$ cat src/rtl/wb_buffer.sv
// Writeback buffer: an in-order FIFO between the EXU writeback bus and the register file,
// with combinational forwarding of pending results to the decode-stage source lookups.
module wb_buffer #(
   parameter int DEPTH = 4,
   parameter int XLEN  = 32
) (
   input  logic            clk,
   input  logic            rst,
   input  logic            wb_valid,
   input  logic [4:0]      wb_rd_addr,
   input  logic [XLEN-1:0] wb_data,
   input  logic [XLEN-1:0] wb_instr_tag,
   input  logic [31:0]     wb_instr,
   output logic            rf_wr_en,
   output logic [4:0]      rf_wr_addr,
   output logic [XLEN-1:0] rf_wr_data,
   input  logic            rf_wr_ready,
   output logic [XLEN-1:0] instr_tag_out,
   output logic [31:0]     instr_out,
   input  logic [4:0]      fwd_rs1_addr,
   input  logic [4:0]      fwd_rs2_addr,
   output logic            fwd_rs1_hit,
   output logic [XLEN-1:0] fwd_rs1_data,
   output logic            fwd_rs2_hit,
   output logic [XLEN-1:0] fwd_rs2_data,
   output logic            wbb_stall,
   output logic            wbb_empty,
   output logic            wbb_overflow
);

   localparam int PW = $clog2(DEPTH);
   localparam int CW = PW + 1;

   logic [4:0]      rd_mem_q    [DEPTH];
   logic [XLEN-1:0] data_mem_q  [DEPTH];
   logic [XLEN-1:0] tag_mem_q   [DEPTH];
   logic [31:0]     instr_mem_q [DEPTH];

   logic [PW-1:0] rd_ptr_q, rd_ptr_d;
   logic [PW-1:0] wr_ptr_q, wr_ptr_d;
   logic [CW-1:0] count_q, count_d;
   logic          ovf_q, ovf_d;

   logic enq_req, enq, deq, full;

   assign enq_req = wb_valid && (wb_rd_addr != 5'd0);
   assign full    = (count_q == CW'(DEPTH));
   assign deq     = rf_wr_en && rf_wr_ready;
   // A full buffer still accepts a write when the head leaves in the same cycle.
   assign enq     = enq_req && (!full || deq);

   always_comb begin
      rd_ptr_d = rd_ptr_q;
      wr_ptr_d = wr_ptr_q;
      count_d  = count_q;
      ovf_d    = ovf_q;
      if (deq) rd_ptr_d = rd_ptr_q + PW'(1);
      if (enq) wr_ptr_d = wr_ptr_q + PW'(1);
      if (enq && !deq) count_d = count_q + CW'(1);
      else if (deq && !enq) count_d = count_q - CW'(1);
      if (enq_req && full && !deq) ovf_d = 1'b1;
   end

   always_ff @(posedge clk) begin
      if (rst) begin
         rd_ptr_q <= '0;
         wr_ptr_q <= '0;
         count_q  <= '0;
         ovf_q    <= 1'b0;
      end else begin
         rd_ptr_q <= rd_ptr_d;
         wr_ptr_q <= wr_ptr_d;
         count_q  <= count_d;
         ovf_q    <= ovf_d;
      end
   end

   // Payload storage carries no reset; only slots below count are ever observed.
   always_ff @(posedge clk) begin
      if (!rst && enq) begin
         rd_mem_q[wr_ptr_q]    <= wb_rd_addr;
         data_mem_q[wr_ptr_q]  <= wb_data;
         tag_mem_q[wr_ptr_q]   <= wb_instr_tag;
         instr_mem_q[wr_ptr_q] <= wb_instr;
      end
   end

   assign rf_wr_en      = (count_q != '0);
   assign rf_wr_addr    = rf_wr_en ? rd_mem_q[rd_ptr_q]    : 5'd0;
   assign rf_wr_data    = rf_wr_en ? data_mem_q[rd_ptr_q]  : '0;
   assign instr_tag_out = rf_wr_en ? tag_mem_q[rd_ptr_q]   : '0;
   assign instr_out     = rf_wr_en ? instr_mem_q[rd_ptr_q] : 32'd0;

   assign wbb_stall    = (count_q >= CW'(DEPTH - 1));
   assign wbb_empty    = (count_q == '0);
   assign wbb_overflow = ovf_q;

   logic [PW-1:0] idx;

   // Scan oldest to youngest so the youngest match wins; the incoming bus overrides all.
   always_comb begin
      idx          = '0;
      fwd_rs1_hit  = 1'b0;
      fwd_rs1_data = '0;
      fwd_rs2_hit  = 1'b0;
      fwd_rs2_data = '0;
      for (int i = 0; i < DEPTH; i++) begin
         idx = rd_ptr_q + PW'(i);
         if (CW'(i) < count_q) begin
            if (rd_mem_q[idx] == fwd_rs1_addr) begin
               fwd_rs1_hit  = 1'b1;
               fwd_rs1_data = data_mem_q[idx];
            end
            if (rd_mem_q[idx] == fwd_rs2_addr) begin
               fwd_rs2_hit  = 1'b1;
               fwd_rs2_data = data_mem_q[idx];
            end
         end
      end
      if (enq_req && (wb_rd_addr == fwd_rs1_addr)) begin
         fwd_rs1_hit  = 1'b1;
         fwd_rs1_data = wb_data;
      end
      if (enq_req && (wb_rd_addr == fwd_rs2_addr)) begin
         fwd_rs2_hit  = 1'b1;
         fwd_rs2_data = wb_data;
      end
      if (fwd_rs1_addr == 5'd0) begin
         fwd_rs1_hit  = 1'b0;
         fwd_rs1_data = '0;
      end
      if (fwd_rs2_addr == 5'd0) begin
         fwd_rs2_hit  = 1'b0;
         fwd_rs2_data = '0;
      end
   end

endmodule

$ cat config.mk
export PLATFORM = sky130hd
export DESIGN_NAME = wb_buffer
export DESIGN_NICKNAME = d
export VERILOG_FILES = /design/src/rtl/wb_buffer.sv
export SDC_FILE = /design/constraint.sdc
export NUM_CORES = 1
export LEC_CHECK = 0
export CAP_MARGIN = 20
export CORE_MARGIN = 5
export CORE_UTILIZATION = 50
export CTS_CLUSTER_SIZE = 14
export DETAILED_ROUTE_END_ITERATION = 12
export PLACE_DENSITY_LB_ADDON = 0.15
export SETUP_SLACK_MARGIN = 0.15
export SLEW_MARGIN = 0
export SYNTH_ARGS = -nofsm -noshare
export SYNTH_HDL_FRONTEND = slang
export SYNTH_SLANG_ARGS = --single-unit
$ cat constraint.sdc
create_clock -name clk -period 5.05 [get_ports clk]
set_input_delay 1.01 -clock clk [delete_from_list [all_inputs] [get_ports clk]]
set_output_delay 1.01 -clock clk [all_outputs]
set_load 0.1 [all_outputs]
# --- Word level (Yosys, flattened, before mapping) ---
# Memory sizes are Yosys's and may differ from the RTL's. A register that Yosys moved wholly into a read port is not among the register bits.
# Index checks and enable logic that the tools add are counted.
# W data, S select, Z words.
word_totals:
  mem_bits_ro: 0
  latchBits: 0
  inputBits: 115
  ramBits: 404
  memories: 4
  elab_cells: 107
  register_bits: 8
  out_inout_bits: 171
memory_table:
  columns: ["name", "depth", "width", "rd", "rd_ports_with_merged_regs", "wr", "line_no", "text"]
  rows:
  - ["data_mem_q", 4, 32, 4, 1, 1, "35", "logic [XLEN-1:0] data_mem_q [DEPTH];"]
  - ["instr_mem_q", 4, 32, 1, 1, 1, "37", "logic [31:0] instr_mem_q [DEPTH];"]
  - ["tag_mem_q", 4, 32, 1, 1, 1, "36", "logic [XLEN-1:0] tag_mem_q [DEPTH];"]
  - ["rd_mem_q", 4, 5, 4, 1, 1, "34", "logic [4:0] rd_mem_q [DEPTH];"]
op_classes:
  div: 0
  n_mul: 0
  n_eq_ne: 11
  addsub: 6
  shift: 0
  muxes: 56
  bitwise_logic: 0
  n_reduce_logical: 21
  order_cmp: 5
op_table:
  columns: ["op", "n"]
  rows:
  - ["$mux W32", 23]
  - ["$eq A5 B5 Y1", 10]
  - ["$mux W1", 22]
  - ["$mux W2", 8]
  - ["$logic_and A1 B1 Y1", 10]
  - ["$logic_not A5 Y1", 2]
  - ["$lt A1 B3 Y1 const A", 2]
  - ["$lt A2 B3 Y1 const A", 2]
  - ["$mux W3", 2]
  - ["$mux W5", 1]
  - ["$reduce_bool A5 Y1", 1]
  - ["$add A2 B1 Y2 const B", 2]
  - ["$add A2 B2 Y2 const B", 2]
  - ["$logic_not A1 Y1", 4]
  - ["$add A3 B1 Y3 const B", 1]
  - ["$eq A3 B3 Y1 const B", 1]
  - ["$ge A3 B2 Y1 const B", 1]
  - ["$logic_not A3 Y1", 1]
  - ["$reduce_bool A3 Y1", 1]
  - ["$sub A3 B1 Y3 const B", 1]
  - ["$reduce_bool A2 Y1", 1]
  - ["$logic_or A1 B1 Y1", 1]

# --- Logic depth before layout (Yosys ltp) ---
depth:
  ltp_word: 11
  ltp_mapped: 12

# --- Least setup slack after synthesis ---
# Ideal clock, no wire load.
synth_path:
  path_type: "input port to output port"
  from: "input wb_rd_addr[1]"
  to: "output fwd_rs2_data[0]"
  t_arrival_ps: 4670
  stages: 7
  slack_ps: -630
  path_buffers: 1
  path_cell_list: "or4_1 -> o21ai_0 -> nor4_1 -> nand3_1 -> clkbuf_1 -> nor2_1 -> a211oi_1"
synth_via:
  elab_chain_cells: 5
  elab_cells_between_ends: 6
synth_rtl:
  columns: ["element", "line_no", "text"]
  rows:
  - ["start: declaration", "10", "input logic [4:0] wb_rd_addr,"]
  - ["$reduce_bool A5 Y1", "46", "assign enq_req = wb_valid && (wb_rd_addr != 5'd0);"]
  - ["$logic_and A1 B1 Y1", "46", null]
  - ["$logic_and A1 B1 Y1 (*)", "124", "if (enq_req && (wb_rd_addr == fwd_rs2_addr)) begin"]
  - ["$mux W32 (*)", "124", null]
  - ["$mux W32 (*)", "132", "if (fwd_rs2_addr == 5'd0) begin"]
  - ["end: declaration", "25", "output logic [XLEN-1:0] fwd_rs2_data,"]
# Mark *: on every way between the ends. The rest lies on a longest branch, timed or not.

# --- Worst setup path after layout ---
layout_path:
  from: "register count_q[0]"
  to: "output rf_wr_data[18]"
layout_via:
  elab_chain_cells: 2
layout_rtl:
  columns: ["element", "line_no", "text"]
  rows:
  - ["start: declaration", "41", "logic [CW-1:0] count_q, count_d;"]
  - ["start signal: assignment", "73", "count_q <= count_d;"]
  - ["$reduce_bool A3 Y1", "88", "assign rf_wr_en = (count_q != '0);"]
  - ["$mux W32", "90", "assign rf_wr_data = rf_wr_en ? data_mem_q[rd_ptr_q] : '0;"]
  - ["end: declaration", "16", "output logic [XLEN-1:0] rf_wr_data,"]
# Every way passes these cells.

==> impl_metrics.csv <==
group,metric,value,unit
status,status,"completed",
synth,synthTopCellsByArea,"edfxtp_1 (55%), mux4_2 (13%), nor2_1 (3.1%)",
die,io_pins,286,
setup_path,crit_chain,"inv_1 -> ha_1 -> nand2b_2 -> inv_1 -> buf_4 -> nor2_1 -> clkdlybuf4s50_1",
synth,synth_area_leader_cell,"edfxtp_1",
synth,synth-seq-area-share,56.32,%
placed_design,hpwl,37730,µm
drt,drtAntennaViolNets,0,
cts,cts-root-buf,"clkbuf_16",
drt,wl_met3,5233,µm
setup_path,cpPeakStageDelay,1.14,ns
job,maxCapViolCount,0,
synth,syn_nets,1703,
final_layout,nNetsFinal,1934,
setup_path,r2r_slack,2.24,ns
placed_design,gp_congestion,0.8522,
final_layout,fillCellCount,3186,
drt,routed.top_layer,"met5",
drt,drt_iter0_drc,1305,
final_layout,area_delta_synth_final,26.51,%
timing,fmaxAchievable,213.0,MHz
final_layout,drive_gt1_share,29.34,%
setup_path,reg2reg_depth,8,
drt,num_vias,15149,
drt,drc,0,
timing,period_share,92.96,%
die,coreArea,0.04317,mm²
global_routing,gr-total-overflow,0,
drt,wl_per_cell,24.83,µm
timing,finalHoldViolCount,0,
cts,cts_buffer_depth,3,
die,die_y,219.3,µm
synth,synth.distinct_cells,50,
setup_path,crit_required,4.04,ns
synth,async_flop_share,0,%
min_path,hold_path.class,"reg -> reg",
die,floorplan.initialDensity,50.72,%
setup_path,cpMostUsedCell,"inv_1",
global_routing,first_global_vias,15900,
setup_path,crit_fanout,24,
cts,clock-sinks,414,
setup_path,startpoint_type,"flop",
synth,synth.top_cell.area_share,55.40,%
drt,vias_per_cell,6.237,
power_and_ir_drop,power_density,605.0,mW/mm²
setup_path,crit_type,"reg -> out",
placed_design,portBuffers,285,
drt,met1_length,23570,µm
final_layout,final_area,0.02770,mm²
global_routing,grt_usage,24.79,%
die,die_x,219.3,µm
min_path,holdPathStages,2,
timing,max_slew_margin,29.49,%
synth,synthFlopType,"edfxtp_1",
timing,rsz0062_at_grt,"yes",
synth,synth_warnings,0,
setup_path,cp_slowest_cell,"clkdlybuf4s50_1",
setup_path,cp-end-kind,"output pin",
die,die-area,0.04808,mm²
cts,clkTransAtPathRegs,0.07,ns
min_path,min_delay_worst_endpoint,"wr_ptr_q[1]",
timing,maxSlewViolCount,0,
power_and_ir_drop,vdd.ir_drop.worst,0.6084,mV
drt,drt-pass1-iter-count,6,
synth,synth_edf_count,404,
timing,finClkSkew,0.01194,ns
setup_path,reg2reg_from,"count_q[0]",
synth,syn_area_per_cell,13.87,µm²
final_layout,antenna_cells,0,
synth,synth_seq_cells,414,
timing,setup_viol,0,
cts,cts_tree,"built",
global_routing,antenna_found_initial,5,
die,fp-row-count,76,
setup_path,arrival,3.68,ns
drt,wl_met2,30010,µm
global_routing,grt_pass1_wl,92670,µm
synth,syn_area,0.02190,mm²
min_path,hp-start,"wr_ptr_q[1]",
synth,syn_inst,1579,
cts,clk_latency,0.56,ns
setup_path,r2r-end,"count_q[2]",
timing,worst_pin_slew,1.056,ns
final_layout,final_util,64.17,%
global_routing,grt_max_degree,99,
placed_design,post_dp_cell_area,0.02628,mm²
timing,timing.final.crit_period,4.695,ns
timing,finalSetupTns,0,ns
cts,cts_buffers,42,
power_and_ir_drop,p_leak,0.008981,µW
drt,drt-total-wl,60300,µm
cts,htreeDepth,2,
where the power goes:
group	internal [µW]	switching, µW
clock	1770	1320
sequential	3970	152
combinational	2710	6850
state kept, by name, summed over array words and instances, names as in the netlist, named ones only:
register	cells
rd_ptr_q	2
count_q	3
wbb_overflow	1
tag_mem_q	128
instr_mem_q	128
data_mem_q	128
wr_ptr_q	2
rd_mem_q	20
Yosys cell counts (2+ instances only):
master,count
edfxtp_1,404
nand3_1,8
nor2_1,178
buf_2,39
clkbuf_1,88
dfxtp_1,10
a31oi_1,32
ha_1,9
nor4_2,2
inv_1,16
buf_1,10
nor3b_1,28
buf_4,2
a211o_1,31
o21a_1,2
o211ai_1,63
a21oi_1,5
a211oi_2,3
nand3b_1,31
mux4_2,126
buf_6,9
nor3_1,3
and2_1,73
nor3b_2,3
mux2_2,54
or3_1,4
a211oi_1,28
nand2_1,65
nand4_1,2
or4_1,2
o21ai_0,58
o221ai_1,55
nor4_1,5
xnor2_1,21
mux2i_1,55
o221ai_2,8
xor2_1,34
routing by layer:
layer,up-vias,global-route usage [%]
li1,6695,-
met1,7639,31.19
met2,680,42.48
met3,125,6.442
met4,10,7.452
met5,-,0
worst max-delay path, delay by kind of cell (launching register included):
family	cells	cell delay [ns]
buffers and inverters	4	2.12
adder cells (fa/ha/maj)	1	0.24
flip-flops	1	0.46
AND/OR/NAND/NOR	2	0.29
layout by cell type (no fill, tap or decap), drive strengths merged, types with 3 or more instances in the layout:
cell	Yosys	layout
o21ai	58	58
xnor2	21	21
a211o	31	31
clkinv	0	20
a211oi	31	31
clkbuf	88	49
mux2	54	54
a31oi	32	32
nor3b	31	31
o211ai	63	63
clkinvlp	0	3
buf	60	201
dfxtp	10	10
nand3b	31	31
ha	9	9
o221ai	63	63
nand2	65	65
inv	17	19
a21oi	5	5
clkdlybuf4s50	0	131
or3	4	4
dlymetal6s2s	0	3
bufinv	0	4
and2	73	73
mux2i	55	55
edfxtp	404	404
nand3	8	8
nor3	3	3
xor2	34	34
nor4	7	7
nor2	178	178
mux4	126	126
timing repair:
| action | in CTS | in global routing |
|---|---|---|
| setup endpoints to repair | 0 | 16 |
| hold buffers | 0 | 0 |
| buffers inserted | 0 | 2 |
| gates resized for setup | 0 | 3 |
| hold endpoints to repair | 0 | 0 |
worst max path at each step:
stage / from / endpoint / slack, ns / cells past startpoint
5_1_grt: flop / fwd_rs1_data[7] / 0.14 / 9
6_report: count_q[0] / rf_wr_data[18] / 0.36 / 7
3_5_place_dp: fwd_rs2_addr[3] / fwd_rs2_data[1] / 0.38 / 9
4_1_cts: flop / fwd_rs2_data[1] / 0.27 / 9
2_1_floorplan: fwd_rs2_addr[2] / fwd_rs2_hit / 0.17 / 9
3_3_place_gp: fwd_rs2_addr[4] / fwd_rs2_data[1] / 0.40 / 9
cell families (layout without fill, tap and decap cells):
logic type                 after synthesis  in the layout  synth area share [%]
AOI/OAI and AO/OA                      293            293                 10.02
xor gates and xnor gates                55             55                 2.200
adders and majority gates                9              9                0.5143
buffers and inverters                  165            430                 3.394
DFF                                    414            414                 56.32
muxes                                  235            235                 18.25
and+or+nand+nor                        408            408                 9.308
metrics by stage:
stage	setup slack [ns]	hold slack (ns)	cells	power [µW]
detailed placement	0.3820	0.4946	2348	13750
global route	0.1434	0.5437	2429	17390
finish	0.3554	0.5055	2429	16760
global placement	0.3995	0.4726	2348	13700
CTS	0.2724	0.5085	2426	16860
floorplan	0.1662	0.4692	1579	11430
area by class of cell:
type                            count  area [µm²]  area share [%]
Timing Repair Buffer              335        3941           14.23
Clock buffer                       49        1087           3.925
Sequential cell                   414       12350           44.57
Tap cell                          585       732.0           2.642
Multi-Input combinational cell   1000        9243           33.36
Clock inverter                     29       289.0           1.043
Inverter                           17       63.81          0.2303
Note: power is estimated with default switching activity, not from simulation.
